==> config.mk <==
export PLATFORM = sky130hd
export DESIGN_NAME = vpm_pipe_ctrl
export DESIGN_NICKNAME = d
export VERILOG_FILES = /design/src/rtl/vpm_pipe_ctrl.sv
export SDC_FILE = /design/constraint.sdc
export NUM_CORES = 1
export LEC_CHECK = 0
export ABC_AREA = 0
export BUFFER_PORTS_ARGS = -buffer_cell sky130_fd_sc_hd__buf_2
export CORE_UTILIZATION = 45
export CTS_CLUSTER_SIZE = 10
export DETAILED_ROUTE_END_ITERATION = 16
export GPL_TIMING_DRIVEN = 1
export PLACE_DENSITY = 0.71
export SLEW_MARGIN = 10
export SYNTH_ARGS = -nofsm -noshare
export SYNTH_HDL_FRONTEND = slang
export SYNTH_SLANG_ARGS = --single-unit
export TNS_END_PERCENT = 20
==> constraint.sdc <==
create_clock -name clk -period 5.8 [get_ports clk]
set_input_delay 0.87 -clock clk [delete_from_list [all_inputs] [get_ports clk]]
set_output_delay 0.87 -clock clk [all_outputs]
set_load 0.02 [all_outputs]
==> src/rtl/vpm_pipe_ctrl.sv <==
// -----------------------------------------------------------------------------
// vpm_pipe_ctrl
//   Control block for the five-stage I/M1/M2/M3/O pipeline. It owns the stage
//   valid bits and produces the stage register load enables and the I/M1
//   active-low clear strobes. Upstream and downstream use valid/ready
//   handshakes. Bubbles collapse: an empty stage accepts from the stage in
//   front of it even when later stages are blocked. M1 may flush I and M1,
//   and M2 may stall itself. Effective M2 stall cycles are counted in a
//   saturating counter.
//
// Ports
//   clk         : clock, all state updates on the rising edge
//   rst         : synchronous reset, active-high
//   in_valid    : upstream entry available
//   in_ready    : I stage accepts an entry this cycle
//   out_valid   : O stage holds a valid entry
//   out_ready   : downstream consumes the O entry
//   flush_req   : kill the I and M1 entries at this edge
//   stall_req   : hold the M2 entry this cycle
//   valid[4:0]  : registered stage valid bits, [0]=I .. [4]=O
//   en[4:0]     : combinational stage register load enables
//   flush_n_I   : active-low clear strobe for the I register
//   flush_n_M1  : active-low clear strobe for the M1 register
//   occ[2:0]    : registered number of valid stages (0..5)
//   stall_cnt   : saturating count of effective M2 stall cycles
// -----------------------------------------------------------------------------
module vpm_pipe_ctrl #(
  parameter int unsigned CNT_WIDTH = 16
) (
  input  logic                 clk,
  input  logic                 rst,
  input  logic                 in_valid,
  output logic                 in_ready,
  output logic                 out_valid,
  input  logic                 out_ready,
  input  logic                 flush_req,
  input  logic                 stall_req,
  output logic [4:0]           valid,
  output logic [4:0]           en,
  output logic                 flush_n_I,
  output logic                 flush_n_M1,
  output logic [2:0]           occ,
  output logic [CNT_WIDTH-1:0] stall_cnt
);

  logic [4:0]           valid_q, valid_d;
  logic [2:0]           occ_q, occ_d;
  logic [CNT_WIDTH-1:0] stall_cnt_q, stall_cnt_d;

  logic [4:0] hold;
  logic [4:0] adv;
  logic [4:0] rdy;
  logic       in_ready_c;
  logic       stall_inc;

  // Advance/ready chain. Evaluated from O back to I so that out_ready ripples
  // through every stage in the same cycle; there is no skid buffering.
  // NOTE: every variable written in an always_comb gets a default first, so no
  // path through the block can leave it unassigned and infer a latch.
  always_comb begin
    hold    = '0;
    hold[0] = flush_req;  // a flushed entry never moves forward
    hold[1] = flush_req;
    hold[2] = stall_req;

    adv    = '0;
    rdy    = '0;
    adv[4] = valid_q[4] & out_ready;
    rdy[4] = ~valid_q[4] | adv[4];
    for (int k = 3; k >= 0; k--) begin
      adv[k] = valid_q[k] & rdy[k+1] & ~hold[k];
      rdy[k] = ~valid_q[k] | adv[k];
    end

    in_ready_c = rdy[0] & ~flush_req & ~rst;
  end

  // Load enables are forced low during reset so no stage register captures
  // anything while the valid bits are being cleared.
  always_comb begin
    en = '0;
    if (!rst) begin
      en[0]   = in_valid & in_ready_c;
      en[4:1] = adv[3:0];
    end
  end

  // Next-state valid bits and their popcount.
  always_comb begin
    valid_d = '0;
    for (int k = 0; k < 5; k++) begin
      valid_d[k] = en[k] | (valid_q[k] & ~adv[k]);
    end
    // The flush wins over anything moving into I or M1 at this edge.
    if (flush_req) begin
      valid_d[1:0] = 2'b00;
    end

    occ_d = '0;
    for (int k = 0; k < 5; k++) begin
      occ_d = occ_d + {2'b00, valid_d[k]};
    end
  end

  // Only a real hold counts: M2 holds a valid entry that M3 could have taken.
  always_comb begin
    stall_inc   = stall_req & valid_q[2] & rdy[3];
    stall_cnt_d = stall_cnt_q;
    if (stall_inc && (stall_cnt_q != {CNT_WIDTH{1'b1}})) begin
      stall_cnt_d = stall_cnt_q + 1'b1;
    end
  end

  // NOTE: sequential state is written with non-blocking assignments only, so
  // every register samples the pre-edge values regardless of statement order.
  always_ff @(posedge clk) begin
    if (rst) begin
      valid_q     <= '0;
      occ_q       <= '0;
      stall_cnt_q <= '0;
    end else begin
      valid_q     <= valid_d;
      occ_q       <= occ_d;
      stall_cnt_q <= stall_cnt_d;
    end
  end

  assign in_ready   = in_ready_c;
  assign out_valid  = valid_q[4];
  assign valid      = valid_q;
  assign occ        = occ_q;
  assign stall_cnt  = stall_cnt_q;
  // The clear strobes follow flush_req directly, also during reset.
  assign flush_n_I  = ~flush_req;
  assign flush_n_M1 = ~flush_req;

endmodule

==> impl_metrics.ini <==
[cts]
cts_tree = done
holdBufCountCts = 0
cts.sinks = 24
numCtsBuffers = 3
cts-root-buf = clkbuf_4
cts_resized = 0
cts.htree.levels = 1
clkTransAtPathRegs_ns = 0.14
cts_buffer_depth = 2
post_cts_buffers = 0
clkLatencyLatePin_ns = 0.32

[placed_design]
dp_hpwl_mm = 2.12
place_ws_ns = 2.54
port_buffers = 38
placed_area_sq_um = 1490
dp.cells = 208
gp_congestion = 0.776

[setup_path]
critical_path.endpoint_type = flip-flop
crit_chain = buf_2 -> nor2_1 -> nand2_1 -> nor2_1 -> o21ai_1 -> fa_1 -> fa_1 -> inv_1 -> ha_1 -> nor2b_1
path_max_fanout = 26
crit_type = in -> reg
rrSetupSlack_ns = 3.24
slowest_stage = fa_1
r2r_start = valid[3]
slowest_delay_ns = 0.48
r2r_end = occ[1]
r2r_cells = 9
cp_data_required_time_ns = 6.01
crit_arrival_ns = 3.11
start_kind = input port

[sta]
rsz0062_at_grt = false
skew_ns = 0.00395
finalCriticalPeriod_ns = 2.90
tightest_slew_ns = 0.518
worst_slack_ns = 2.90
hold_viol = 0
relSlewSlack_pct = 65.5
maxSlewViolCount = 0
post-route-period-util_pct = 49.9
setup_tns_ns = 0
finalSetupViolCount = 0
max_freq_mhz = 345

[drt]
wl_per_cell_microns = 13.9
top_layer_used = met4
finalWirelength_mm = 2.95
drt_iter0_markers = 32
wl_met3_microns = 130
drc = 0
ant_nets = 0
drt-vias-per-instance = 5.93
via_count = 1257
wl_met2_mm = 1.47
wl_met1_mm = 1.31
drtPass1Iterations = 4

[flow_run]
cap_violations = 0

[grt]
grt_max_degree = 27
grt_pass1_wl_mm = 4.85
grt_pass1_vias = 1116
grt-ovfl-total = 0
grt_antenna_before_repair = 0
grtUsageTotal_pct = 19.3

[synthesis]
ys_seq_elements = 24
yosys.area.top_type = dfxtp_1
yosysTopAreaCellShare_pct = 36.2
synth_edf_count = 0
avgSynthCellArea_sq_um = 9.04
netlist_area_sq_um = 1330
yosys.cell_types.count = 46
synth_nets = 157
synth_warnings = 0
synth_area_leaders = dfxtp_1, o31ai_1, or4_1, a21oi_2, a21oi_1
netlist_instances = 147
yosysSeqAreaShare_pct = 36.2
ys_async_sr_fraction_pct = 0
yosys_most_used_dff = dfxtp_1

[layout]
post_route_cells_drive_above_1_share_pct = 31.5
final_net_count = 192
fin_util_pct = 54.9
area_growth_pct = 14.9
stdcell_area_sq_um = 1530
final.fill_count = 266
stdcell_count = 212
antenna_cells = 0

[power]
power_density_nw_per_um2 = 179
power.leakage_nw = 0.631
peakVddDrop_uv = 133

[worst_hold_path]
whs_endpoint = stall_cnt[12]
min_path_type = reg -> reg
hp-start = stall_cnt[12]
whs_path_depth = 2

[floorplan]
die_w_microns = 56.3
coreArea_sq_um = 2780
die_y_microns = 56.3
pin_count = 39
fp-row-count = 19
start_util_pct = 47.8
fp.dieArea_sq_um = 3170

[run_status]
status = completed
## worst max-delay path, delay by kind of cell
family / cells / cell delay [ns]
buffers and inverters: 2 / 0.48
adder cells (fa/ha/maj): 3 / 1.09
AO/OA/AOI/OAI: 1 / 0.19
AND/OR/NAND/NOR: 4 / 0.49
## layout make-up
type	instances	area [sq um]	share of cell area, %
Multi-Input combinational cell	108	751	49.2
Sequential cell	24	480	31.5
Clock buffer	4	36.3	2.38
Inverter	6	22.5	1.48
Tap cell	31	38.8	2.54
Timing Repair Buffer	39	198	13.0
## power breakdown
group	switching (W)	total [W]	internal [W]
clock	0.0000530	0.0000914	0.0000384
combinational	0.0000108	0.0000156	0.00000485
sequential	0.000000562	0.000166	0.000166
## per-stage QoR
step	hold WS (ns)	total power, W
floorplan	0.571	0.000181
finish	0.522	0.000273
global route	0.570	0.000285
detailed placement	0.502	0.000185
CTS	0.521	0.000274
global placement	0.486	0.000185
## placed cells by master, fill, tap and decap left out, drive strengths merged
cell / Yosys / layout
nor2: 8 / 8
and2: 2 / 2
or3b: 1 / 1
nand3b: 1 / 1
nand3: 6 / 6
a21boi: 1 / 1
and4: 3 / 3
a21oi: 15 / 15
fa: 2 / 2
buf: 7 / 39
o31a: 2 / 2
clkbuf: 2 / 4
a21o: 1 / 1
and3b: 1 / 1
nor3: 2 / 2
or3: 3 / 3
inv: 6 / 6
nand4: 7 / 7
and3: 2 / 2
nor4b: 1 / 1
o31ai: 8 / 8
nor2b: 4 / 4
nand2: 9 / 9
o41ai: 1 / 1
nand2b: 1 / 1
o211a: 1 / 1
o21ai: 6 / 6
dfxtp: 24 / 24
nor4: 4 / 4
ha: 2 / 2
mux2: 1 / 1
nor3b: 1 / 1
o311ai: 1 / 1
or4: 8 / 8
o21a: 3 / 3
## logic make-up (layout without fill, tap and decap cells)
logic type | count (synthesis) | in the layout | synth area share, %
AND/OR/NAND/NOR | 64 | 64 | 30.4
AO/OA/AOI/OAI | 39 | 39 | 20.3
flip-flops | 24 | 24 | 36.2
buffers and inverters | 15 | 49 | 7.34
adder cells (fa/ha/maj) | 4 | 4 | 4.90
multiplexers | 1 | 1 | 0.847
## sequential cells by signal, summed over array words and instances, names as in the netlist
register   count
stall_cnt     16
occ            3
valid          5
## synthesized netlist by cell type (2+ instances only)
master,number
dfxtp_1,24
a21oi_1,9
nand2_1,9
nor2_1,8
o31ai_1,8
or4_1,7
a21oi_2,6
inv_1,6
nand3_1,6
nand4_1,6
o21ai_1,5
nor2b_1,4
nor4_1,3
o21a_1,3
and3_1,2
and4_1,2
buf_2,2
buf_4,2
buf_6,2
clkbuf_1,2
fa_1,2
ha_1,2
nor3_1,2
o31a_1,2
or3_2,2
## routing by layer
layer  track usage (%)  up-vias
li1                  -      625
met5                 0        -
met1              22.7      592
met4              7.32        0
met2              35.5       35
met3              2.30        5
## worst max path at each step
| stage | from | end | slack (ns) | cells after the start |
|---|---|---|---|---|
| after floorplan | out_ready | occ[1] | 2.41 | 8 |
| after global placement | rst | occ[1] | 2.67 | 10 |
| after detailed placement | rst | occ[1] | 2.54 | 10 |
| after CTS | rst | occ[1] | 2.89 | 10 |
| after global routing | rst | occ[1] | 2.76 | 10 |
| final | rst | occ[1] | 2.90 | 10 |
(Power assumes the default switching activity.)
